==> config.mk <==
export PLATFORM = sky130hd
export DESIGN_NAME = gs_sequencer
export DESIGN_NICKNAME = d
export VERILOG_FILES = /design/src/rtl/gs_pkg.sv /design/src/rtl/gs_sequencer.sv
export SDC_FILE = /design/constraint.sdc
export NUM_CORES = 1
export LEC_CHECK = 0
export CAP_MARGIN = 20
export CORE_ASPECT_RATIO = 0.5
export CORE_MARGIN = 1
export CORE_UTILIZATION = 40
export DETAILED_ROUTE_END_ITERATION = 6
export PLACE_DENSITY = 0.67
export SLEW_MARGIN = 10
export SYNTH_ARGS = -nofsm -noshare
export SYNTH_HDL_FRONTEND = slang
export SYNTH_SLANG_ARGS = --single-unit
==> constraint.sdc <==
create_clock -name clk -period 1.9 [get_ports clk]
set_input_delay 0.57 -clock clk [delete_from_list [all_inputs] [get_ports clk]]
set_output_delay 0.57 -clock clk [all_outputs]
set_load 0.03 [all_outputs]
==> src/rtl/gs_pkg.sv <==
// gs_pkg: shared types and constants for the grayscale-stage frame sequencer.
//   gs_state_e          - sequencer states
//   GS_BYTES_PER_PIXEL  - source bytes per pixel (R,G,B)
//   GS_TIMEOUT          - default watchdog limit in cycles
package gs_pkg;

  typedef enum logic [2:0] {
    S_IDLE,
    S_RUN,
    S_DRAIN,
    S_DONE,
    S_ERROR
  } gs_state_e;

  localparam int unsigned GS_BYTES_PER_PIXEL = 3;
  localparam int unsigned GS_TIMEOUT         = 64;

endpackage

==> src/rtl/gs_sequencer.sv <==
// gs_sequencer: frame-level controller for the grayscale stage.
// On start it streams 3*N*M source bytes into the grayscaler, writes each
// returned grayscale byte to the destination memory at its pixel index and
// reports done / err to the top-level controller.
//
// Ports:
//   clk, rst_n              clock, asynchronous active-low reset
//   start, abort            frame request (IDLE only) / forced return to IDLE
//   busy, done, err         status: RUN|DRAIN, one-cycle completion, sticky error
//   src_rd_en, src_addr     source byte read (data reaches the grayscaler next cycle)
//   gs_enable               grayscaler enable
//   gs_pause                grayscaler stall request (blocks reads)
//   gs_valid, gs_data       one grayscale result per pixel
//   gs_done                 grayscaler end-of-frame status
//   dst_wr_en, dst_addr,
//   dst_data                registered destination write (one cycle after gs_valid)
module gs_sequencer
  import gs_pkg::*;
#(
  parameter int unsigned N       = 2,
  parameter int unsigned M       = 2,
  parameter int unsigned AW      = 8,
  parameter int unsigned TIMEOUT = GS_TIMEOUT
) (
  input  logic          clk,
  input  logic          rst_n,
  input  logic          start,
  input  logic          abort,
  output logic          busy,
  output logic          done,
  output logic          err,
  output logic          src_rd_en,
  output logic [AW-1:0] src_addr,
  output logic          gs_enable,
  input  logic          gs_pause,
  input  logic          gs_valid,
  input  logic [7:0]    gs_data,
  input  logic          gs_done,
  output logic          dst_wr_en,
  output logic [AW-1:0] dst_addr,
  output logic [7:0]    dst_data
);

  localparam int unsigned NPIX   = N * M;
  localparam int unsigned NBYTES = GS_BYTES_PER_PIXEL * NPIX;
  localparam int unsigned WDW    = $clog2(TIMEOUT + 1);

  localparam logic [AW-1:0]  LAST_RD  = AW'(NBYTES - 1);
  localparam logic [AW-1:0]  NPIX_A   = AW'(NPIX);
  localparam logic [AW-1:0]  NPIX_M1  = AW'(NPIX - 1);
  localparam logic [WDW-1:0] WDOG_MAX = WDW'(TIMEOUT);
  localparam logic [WDW-1:0] WDOG_ONE = WDW'(1);

  gs_state_e      state_q, state_d;
  logic [AW-1:0]  rd_cnt_q, rd_cnt_d;
  logic [AW-1:0]  wr_cnt_q, wr_cnt_d;
  logic [WDW-1:0] wdog_q, wdog_d;
  logic           err_q, err_d;
  logic           seen_q, seen_d;     // gs_done observed during this frame
  logic           dst_wr_en_q, dst_wr_en_d;
  logic [AW-1:0]  dst_addr_q, dst_addr_d;
  logic [7:0]     dst_data_q, dst_data_d;

  logic           seen_now;
  logic           drain_end;
  logic           fault;

  always_comb begin
    // NOTE: every signal written in this block is given a default first, so no
    // path can leave one unassigned and infer a latch.
    state_d     = state_q;
    rd_cnt_d    = rd_cnt_q;
    wr_cnt_d    = wr_cnt_q;
    wdog_d      = wdog_q;
    err_d       = err_q;
    seen_d      = seen_q;
    dst_wr_en_d = 1'b0;
    dst_addr_d  = dst_addr_q;
    dst_data_d  = dst_data_q;
    busy        = 1'b0;
    gs_enable   = 1'b0;
    done        = 1'b0;
    seen_now    = seen_q || gs_done;
    drain_end   = (state_q == S_DRAIN) && (wr_cnt_q == NPIX_A);
    fault       = 1'b0;

    case (state_q)
      S_RUN, S_DRAIN: begin
        busy      = 1'b1;
        gs_enable = 1'b1;
      end
      S_DONE:  done = 1'b1;
      default: ;
    endcase

    // RUN is left on the final read, so being in RUN means a read is still owed.
    src_rd_en = (state_q == S_RUN) && !gs_pause && !abort;

    if (abort) begin
      state_d  = S_IDLE;
      rd_cnt_d = '0;
      wr_cnt_d = '0;
      wdog_d   = '0;
      seen_d   = 1'b0;
    end else begin
      case (state_q)
        S_IDLE: begin
          if (start) begin
            state_d  = S_RUN;
            rd_cnt_d = '0;
            wr_cnt_d = '0;
            wdog_d   = WDOG_ONE;
            err_d    = 1'b0;
            seen_d   = 1'b0;
          end
        end

        S_RUN, S_DRAIN: begin
          // Watchdog holds the number of cycles elapsed since the last
          // gs_valid (or the start pulse); ERROR is entered when it hits TIMEOUT.
          wdog_d = gs_valid ? WDOG_ONE : wdog_q + 1'b1;
          if (gs_done) seen_d = 1'b1;

          fault = (!gs_valid && (wdog_d == WDOG_MAX))
               || (gs_valid && (wr_cnt_q == NPIX_A))
               || (gs_done && (wr_cnt_q < NPIX_M1))
               || (drain_end && !seen_now);

          if (fault) begin
            state_d = S_ERROR;
            err_d   = 1'b1;
          end else begin
            if (gs_valid) begin
              dst_wr_en_d = 1'b1;
              dst_addr_d  = wr_cnt_q;
              dst_data_d  = gs_data;
              wr_cnt_d    = wr_cnt_q + 1'b1;
            end
            // The last address is never incremented past, so rd_cnt cannot wrap.
            if (src_rd_en) begin
              if (rd_cnt_q == LAST_RD) state_d  = S_DRAIN;
              else                     rd_cnt_d = rd_cnt_q + 1'b1;
            end
            if (drain_end) state_d = S_DONE;
          end
        end

        S_DONE, S_ERROR: state_d = S_IDLE;
        default:         state_d = S_IDLE;
      endcase
    end
  end

  always_ff @(posedge clk or negedge rst_n) begin
    if (!rst_n) begin
      state_q     <= S_IDLE;
      rd_cnt_q    <= '0;
      wr_cnt_q    <= '0;
      wdog_q      <= '0;
      err_q       <= 1'b0;
      seen_q      <= 1'b0;
      dst_wr_en_q <= 1'b0;
      dst_addr_q  <= '0;
      dst_data_q  <= '0;
    end else begin
      // NOTE: non-blocking assignments make every flop sample pre-edge values,
      // independent of statement order.
      state_q     <= state_d;
      rd_cnt_q    <= rd_cnt_d;
      wr_cnt_q    <= wr_cnt_d;
      wdog_q      <= wdog_d;
      err_q       <= err_d;
      seen_q      <= seen_d;
      dst_wr_en_q <= dst_wr_en_d;
      dst_addr_q  <= dst_addr_d;
      dst_data_q  <= dst_data_d;
    end
  end

  assign err       = err_q;
  assign src_addr  = rd_cnt_q;
  assign dst_wr_en = dst_wr_en_q;
  assign dst_addr  = dst_addr_q;
  assign dst_data  = dst_data_q;

endmodule

* Word level (Yosys, flattened, before mapping)
Index checks and enable logic that the tools add are counted.
Storage, ports and cells: flip-flop bits (word level) 45, input bits 15, output and inout bits 30, word-level logic and storage cells 90
Cells by class: $add $sub $neg 3, magnitude comparators 1, eq/ne operators 16, multiplexer cells 33, bitwise operators 2, reductions and logical operators 26
Operators by type and width (count):
- two-way mux 8 bit | 8
- one-hot mux 8 bit (2 select lines) | 2
- two-way mux 7 bit | 3
- two-way mux 3 bit | 6
- != test 3 bit (second input constant) | 6
- adder 8 x 1 -> 8 bit (second input constant) | 2
- one-hot mux 7 bit (2 select lines) | 1
- AND reduction 4 bit | 3
- two-way mux 1 bit | 10
- != test 5 bit (second input constant) | 2
- equality test 8 x 3 -> 1 bit (second input constant) | 1
- equality test 8 x 4 -> 1 bit (second input constant) | 1
- < comparator 8 x 2 -> 1 bit (second input constant) | 1
- adder 7 x 1 -> 7 bit (second input constant) | 1
- equality test 7 bit (second input constant) | 1
- logical AND 1 bit | 7
- equality test 3 x 2 -> 1 bit (second input constant) | 2
- one-hot mux 3 bit (2 select lines) | 1
- AND reduction 3 bit | 2
- AND reduction 5 bit | 1
- zero test 1 bit | 4
- logical OR 1 bit | 4
- != test 2 bit (second input constant) | 2
- one-hot mux 1 bit (2 select lines) | 2
- 7 further kinds | 8

* Depth between registers and ports, before layout
word-level depth 10, mapped depth 9, gate-level depth less buffers 8

* Worst setup path after synthesis
Ideal clock, no wire load.
kind register -> register, from register wdog_q[0], to register rd_cnt_q[7] (netlist: src_addr[7]), arrival time 2052 ps, setup slack -230 ps, stages on the path, launching flop included 8, buffers on the path 0, period minus slack after synthesis 2130 ps, cell sequence dfrtp_1 > ha_1 > xor2_1 > and4_2 > o221ai_1 > a31oi_1 > or4_1 > a21oi_1
On the way: word-level cells in the longest chain between the ends 9
Ends and longest elaborated chain:
- from (decl) | line gs_sequencer.sv:57 | logic [WDW-1:0] wdog_q, wdog_d;
- from (signal assigned) | line gs_sequencer.sv:171 | wdog_q <= wdog_d;
- adder 7 x 1 -> 7 bit | line gs_sequencer.sv:121 | wdog_d = gs_valid ? WDOG_ONE : wdog_q + 1'b1;
- two-way mux 7 bit | line gs_sequencer.sv:121
- equality test 7 bit | line gs_sequencer.sv:124 | fault = (!gs_valid && (wdog_d == WDOG_MAX))
- logical AND 1 bit | line gs_sequencer.sv:124
- logical OR 1 bit | line gs_sequencer.sv:125 | || (gs_valid && (wr_cnt_q == NPIX_A))
- logical OR 1 bit | line gs_sequencer.sv:126 | || (gs_done && (wr_cnt_q < NPIX_M1))
- logical OR 1 bit | line gs_sequencer.sv:127 | || (drain_end && !seen_now);
- != test 3 bit (no line)
- AND reduction 5 bit (no line)
- to (signal assigned) | line gs_sequencer.sv:169 | rd_cnt_q <= rd_cnt_d;
- to (decl) | line gs_sequencer.sv:55 | logic [AW-1:0] rd_cnt_q, rd_cnt_d;
No other way between the ends. A chain may end at the register's enable or synchronous reset.

* Worst setup path in the final report
from register state_q[1], to register wr_cnt_q[2]
On the way: word-level cells in the longest chain between the ends 6, elaborated cells on any way between the ends 14
Ends and longest elaborated chain:
- from (decl) | line gs_sequencer.sv:54 | gs_state_e state_q, state_d;
- from (signal assigned) | line gs_sequencer.sv:168 | state_q <= state_d;
- equality test 3 x 2 -> 1 bit | line gs_sequencer.sv:84, gs_sequencer.sv:106
- logical AND 1 bit | line gs_sequencer.sv:84 | drain_end = (state_q == S_DRAIN) && (wr_cnt_q == NPIX_A);
- logical AND 1 bit | line gs_sequencer.sv:127
- logical OR 1 bit | line gs_sequencer.sv:127
- != test 3 bit (no line)
- AND reduction 4 bit (no line)
- to (signal assigned) | line gs_sequencer.sv:170 | wr_cnt_q <= wr_cnt_d;
- to (decl) | line gs_sequencer.sv:56 | logic [AW-1:0] wr_cnt_q, wr_cnt_d;
Several ways; a longest one is shown, not always the timed one.

==> results_tabular.tex <==
\begin{tabular}{lr}
\hline
Metric & Value \\
\hline
\multicolumn{2}{l}{\textbf{Run status}} \\
Status & finished with violations \\
Failing checks & setup timing \\
\multicolumn{2}{l}{\textbf{Routing}} \\
DRT Pass-1 Iters & 4 \\
Initial drt markers & 148 \\
Final wirelength & 8.29 mm \\
Routed wire length on met3 & 434 um \\
Met2 layer wire length in the routed design & 4.11 mm \\
Post-detailed-route count of antenna-violating nets & 0 \\
Drt drc & 0 \\
WL/cell & 20.1 um \\
Via total after detailed routing & 2,386 \\
Vias per std cell & 5.79 \\
Sum of routed wire segments on met1 & 3.50 mm \\
Top routing layer used & met4 \\
\multicolumn{2}{l}{\textbf{Critical path}} \\
Type of the worst setup path & reg2reg \\
CP Max Fanout & 5 \\
Kind of end point of the critical path & flip-flop \\
Worst Path Required & 2110 ps \\
Register-to-Register Path Depth & 10 \\
Critical path cell sequence & buf\_6 > or2b\_1 > nor4\_4 > o21ai\_4 > buf\_12 > buf\_4 > buf\_6 > a31oi\_4 > o21ai\_1 > o21ai\_1 \\
Total buffers and inverters traversed by the critical path & 4 \\
Kind of cell adding the most delay to the critical path & simple AND/OR/NAND/NOR gates \\
Setup crit start kind & flip-flop \\
Minimum setup slack among reg-to-reg paths & -280 ps \\
Destination of the worst register-to-register timing path & wr\_cnt\_q[2]\$\_DFFE\_PN0P\_ \\
Cell type of the slowest stage on the worst timing path & sky130\_fd\_sc\_hd\_\_nor4\_4 \\
CP max stage delay & 400 ps \\
Critical path arrival & 2390 ps \\
Worst R2R Start & state\_q[1]\$\_DFFE\_PN0P\_ \\
\multicolumn{2}{l}{\textbf{Synthesis}} \\
Area share of fa/ha/maj cells after synthesis & 0.0213 \\
Complex-gate fraction of the synthesized area & 0.143 \\
XOR/XNOR Fraction of Synth Area & 0.0223 \\
Fraction of post-synthesis cell area in the top cell type by area & 0.479 \\
Post-synthesis mux area share & 0.0755 \\
Number of enable-type register cells in the synthesized netlist & 0 \\
Synthesized area per cell & 10.4 um\^{}2 \\
Cell variety after synth & 56 \\
Post-synth top flop & sky130\_fd\_sc\_hd\_\_dfrtp\_1 \\
Share of synthesized registers carrying an async set or reset & 1.00 \\
Post-synthesis simple-gate area fraction & 0.215 \\
Most frequent cell after synthesis & sky130\_fd\_sc\_hd\_\_dfrtp\_1 \\
Post-Syn Area & 2350 um\^{}2 \\
Warning count from the yosys run & 0 \\
Sequential fraction of the synthesis area & 0.479 \\
Number of instances in the synthesized netlist & 227 \\
Post-synthesis cell type with the largest combined area & sky130\_fd\_sc\_hd\_\_dfrtp\_1 \\
Synthesized netlist net count & 246 \\
Cell types with the highest counts after synthesis & 45 x sky130\_fd\_sc\_hd\_\_dfrtp\_1, 21 x sky130\_fd\_sc\_hd\_\_nand2\_1, 18 x sky130\_fd\_sc\_hd\_\_o21ai\_0 \\
Register bit count reported by yosys & 45 \\
Dominant combinational cell family by area after synthesis & simple AND/OR/NAND/NOR gates \\
Cells taking the most area after synthesis & sky130\_fd\_sc\_hd\_\_dfrtp\_1 48\%, sky130\_fd\_sc\_hd\_\_mux2\_2 6.7\%, sky130\_fd\_sc\_hd\_\_o21ai\_0 3.8\% \\
\multicolumn{2}{l}{\textbf{Clock network}} \\
Maximum clock insertion buffer count & 2 \\
Total CTS buffers & 5 \\
Clock root buffer & sky130\_fd\_sc\_hd\_\_clkbuf\_16 \\
Count of clock tree sinks & 45 \\
TritonCTS clock tree & yes \\
Worst-Skew Late Latency & 290 ps \\
CTS HTree Levels & 2 \\
Reg clk slew, reported paths & 60 ps \\
\multicolumn{2}{l}{\textbf{STA}} \\
Max-slew violation count & 0 \\
Top achievable clock speed & 460 MHz \\
Clock Skews & 4.98 ps \\
Tmin final & 2180 ps \\
Post-route worst setup slack & -276 ps \\
Least-Margin Pin Slew & 504 ps \\
Worst slew margin & 0.664 \\
Period Utilization, post-route & 1.15 \\
Hold Violations, Final & 0 \\
Final-report setup violation count & 41 \\
RSZ-0062 raised after global routing & true \\
\multicolumn{2}{l}{\textbf{Die}} \\
Top-level port count & 45 \\
Initial core utilization & 0.423 \\
Standard-cell row count & 19 \\
Vertical extent of the die & 56.2 um \\
Chip Width & 110 um \\
Full die area & 6210 um\^{}2 \\
Core area & 5560 um\^{}2 \\
\multicolumn{2}{l}{\textbf{Global route}} \\
All-layer global routing usage & 0.227 \\
Aggregate global routing overflow & 0 \\
Maximum number of pins on one net before global-route repair & 29 \\
Vias in the first global route & 2,258 \\
Antenna violations before repair & 0 \\
Global-route wire length before repair & 11.2 mm \\
\multicolumn{2}{l}{\textbf{Final layout}} \\
Diodes inserted & 0 \\
Signed area change from the synthesized netlist to the final layout & 76.8\% \\
Count of placed standard cells in the final layout, fillers left out & 412 \\
Final net count & 357 \\
Total area of multi-input combinational cells & 1610 um\^{}2 \\
Share of cells above drive strength 1 & 0.510 \\
Fillers & 325 \\
Total area of sequential cells & 1130 um\^{}2 \\
Final standard cell utilization of the core & 0.748 \\
\multicolumn{2}{l}{\textbf{Placed design}} \\
Final HPWL DP & 4.23 mm \\
PortBufs & 44 \\
Number of cells after detailed placement & 379 \\
Placer Congestion & 0.850 \\
\multicolumn{2}{l}{\textbf{Power and ir drop}} \\
Power per cell area & 674 nW/um\^{}2 \\
Leakage power of the design & 0.00201 uW \\
VDD IR-drop max & 0.481 mV \\
\multicolumn{2}{l}{\textbf{Run}} \\
Max\_cap viols & 0 \\
\multicolumn{2}{l}{\textbf{Min path}} \\
Worst min-delay path class & in2async \\
\hline
\end{tabular}
cells by family (layout without fill, tap and decap cells):
| logic type | after synthesis | in the layout |
|---|---|---|
| and+or+nand+nor | 89 | 89 |
| AOI/OAI and AO/OA | 52 | 53 |
| DFF | 45 | 45 |
| muxes | 16 | 16 |
| buffers and inverters | 15 | 126 |
| xor gates and xnor gates | 6 | 6 |
| adders and majority gates | 4 | 4 |
power breakdown:
part	switching [uW]	internal, uW
Combinational	359	325
Clock	390	657
Sequential	47.7	1020
cells in the final DEF, fill, tap and decap left out, types with 3 or more instances in the layout:
cell type                         Yosys  routed
sky130_fd_sc_hd__clkbuf_16            0       5
sky130_fd_sc_hd__clkdlybuf4s50_1      0      13
sky130_fd_sc_hd__nand2b_1             5       4
sky130_fd_sc_hd__dlymetal6s2s_1       0      14
sky130_fd_sc_hd__a21oi_2              2       7
sky130_fd_sc_hd__buf_12               0       5
sky130_fd_sc_hd__mux2_4               0      14
sky130_fd_sc_hd__dfrtp_1             45      42
sky130_fd_sc_hd__o21ai_0             18       4
sky130_fd_sc_hd__o21ai_1              0       5
sky130_fd_sc_hd__o31ai_1              5       3
sky130_fd_sc_hd__a31oi_4              0       3
sky130_fd_sc_hd__xor2_1               4       4
sky130_fd_sc_hd__nand2_1             21      17
sky130_fd_sc_hd__o21ai_2              1       9
sky130_fd_sc_hd__or3_4                1       4
sky130_fd_sc_hd__dlygate4sd2_1        0      10
sky130_fd_sc_hd__or4_1                4       3
sky130_fd_sc_hd__a21oi_1             11       4
sky130_fd_sc_hd__nor2_1              16      10
sky130_fd_sc_hd__nor2_4               1       7
sky130_fd_sc_hd__nand3_1              9       8
sky130_fd_sc_hd__buf_4                2      45
sky130_fd_sc_hd__buf_6                2      24
sky130_fd_sc_hd__nand4_1              3       3
sky130_fd_sc_hd__nand2_2              0       3
sky130_fd_sc_hd__dfrtp_2              0       3
per-layer routing:
metal	global-route usage	up-vias
li1	-	1059
met1	0.309	1213
met2	0.368	89
met3	0.0447	25
met4	0.0724	0
met5	0	-
layout make-up:
class,instances,share of cell area
Timing Repair Buffer,115,0.273
Clock buffer,6,0.0334
Inverter,3,0.00271
Sequential cell,45,0.272
Clock inverter,2,0.00903
Tap cell,73,0.0220
Multi-Input combinational cell,168,0.388
how the worst max path moves through the flow:
stage                      startpoint                 endpoint  slack (ps)  depth (start not counted)
2_1_floorplan                gs_pause  src_addr[6]$_DFFE_PN0P_         -90                          6
3_3_place_gp                 gs_pause  src_addr[7]$_DFFE_PN0P_        -610                          6
3_5_place_dp                 gs_valid  src_addr[5]$_DFFE_PN0P_        -710                          7
4_1_cts        state_q[2]$_DFFE_PN0P_                src_rd_en        -250                          4
5_1_grt         wdog_q[1]$_DFFE_PN0P_  src_addr[4]$_DFFE_PN0P_        -320                          8
6_report       state_q[1]$_DFFE_PN0P_  wr_cnt_q[2]$_DFFE_PN0P_        -280                         10
registers in the layout (all words and copies together), names as in the netlist:
signal and count:
wr_cnt_q 8, src_addr 8, err 1, dst_data 8, dst_addr 8, state_q 3, wdog_q 7, seen_q 1
dst_wr_en 1
through the flow:
stage                     TNS [ps]  worst slack (ps)  cell area (um^2)  hold WS (ps)  power [uW]
final                        -7900              -276              4160           244        2800
after global routing         -9610              -322              4160           265        2890
after floorplan               -904             -87.6              2420           274        1340
after CTS                    -4030              -246              3860           245        2730
after detailed placement    -22550              -713              3200           473        1600
after global placement      -20170              -612              3200           460        1580
repair_timing:
action / CTS / global route
cloned: 2 / 0
setup endpoints to repair: 51 / 60
buffers inserted: 15 / 11
hold buffers: 0 / 0
resized for setup: 100 / 62
pin swaps: 39 / 33
worst reg2reg max path, stage by stage, from the launching register on:
cell	delay, ps
sky130_fd_sc_hd__dfrtp_1	370
sky130_fd_sc_hd__buf_6	130
sky130_fd_sc_hd__or2b_1	260
sky130_fd_sc_hd__nor4_4	400
sky130_fd_sc_hd__o21ai_4	180
sky130_fd_sc_hd__buf_12	160
sky130_fd_sc_hd__buf_4	120
sky130_fd_sc_hd__buf_6	110
sky130_fd_sc_hd__a31oi_4	140
sky130_fd_sc_hd__o21ai_1	110
sky130_fd_sc_hd__o21ai_1	100
Note: power is estimated with default switching activity, not from simulation.
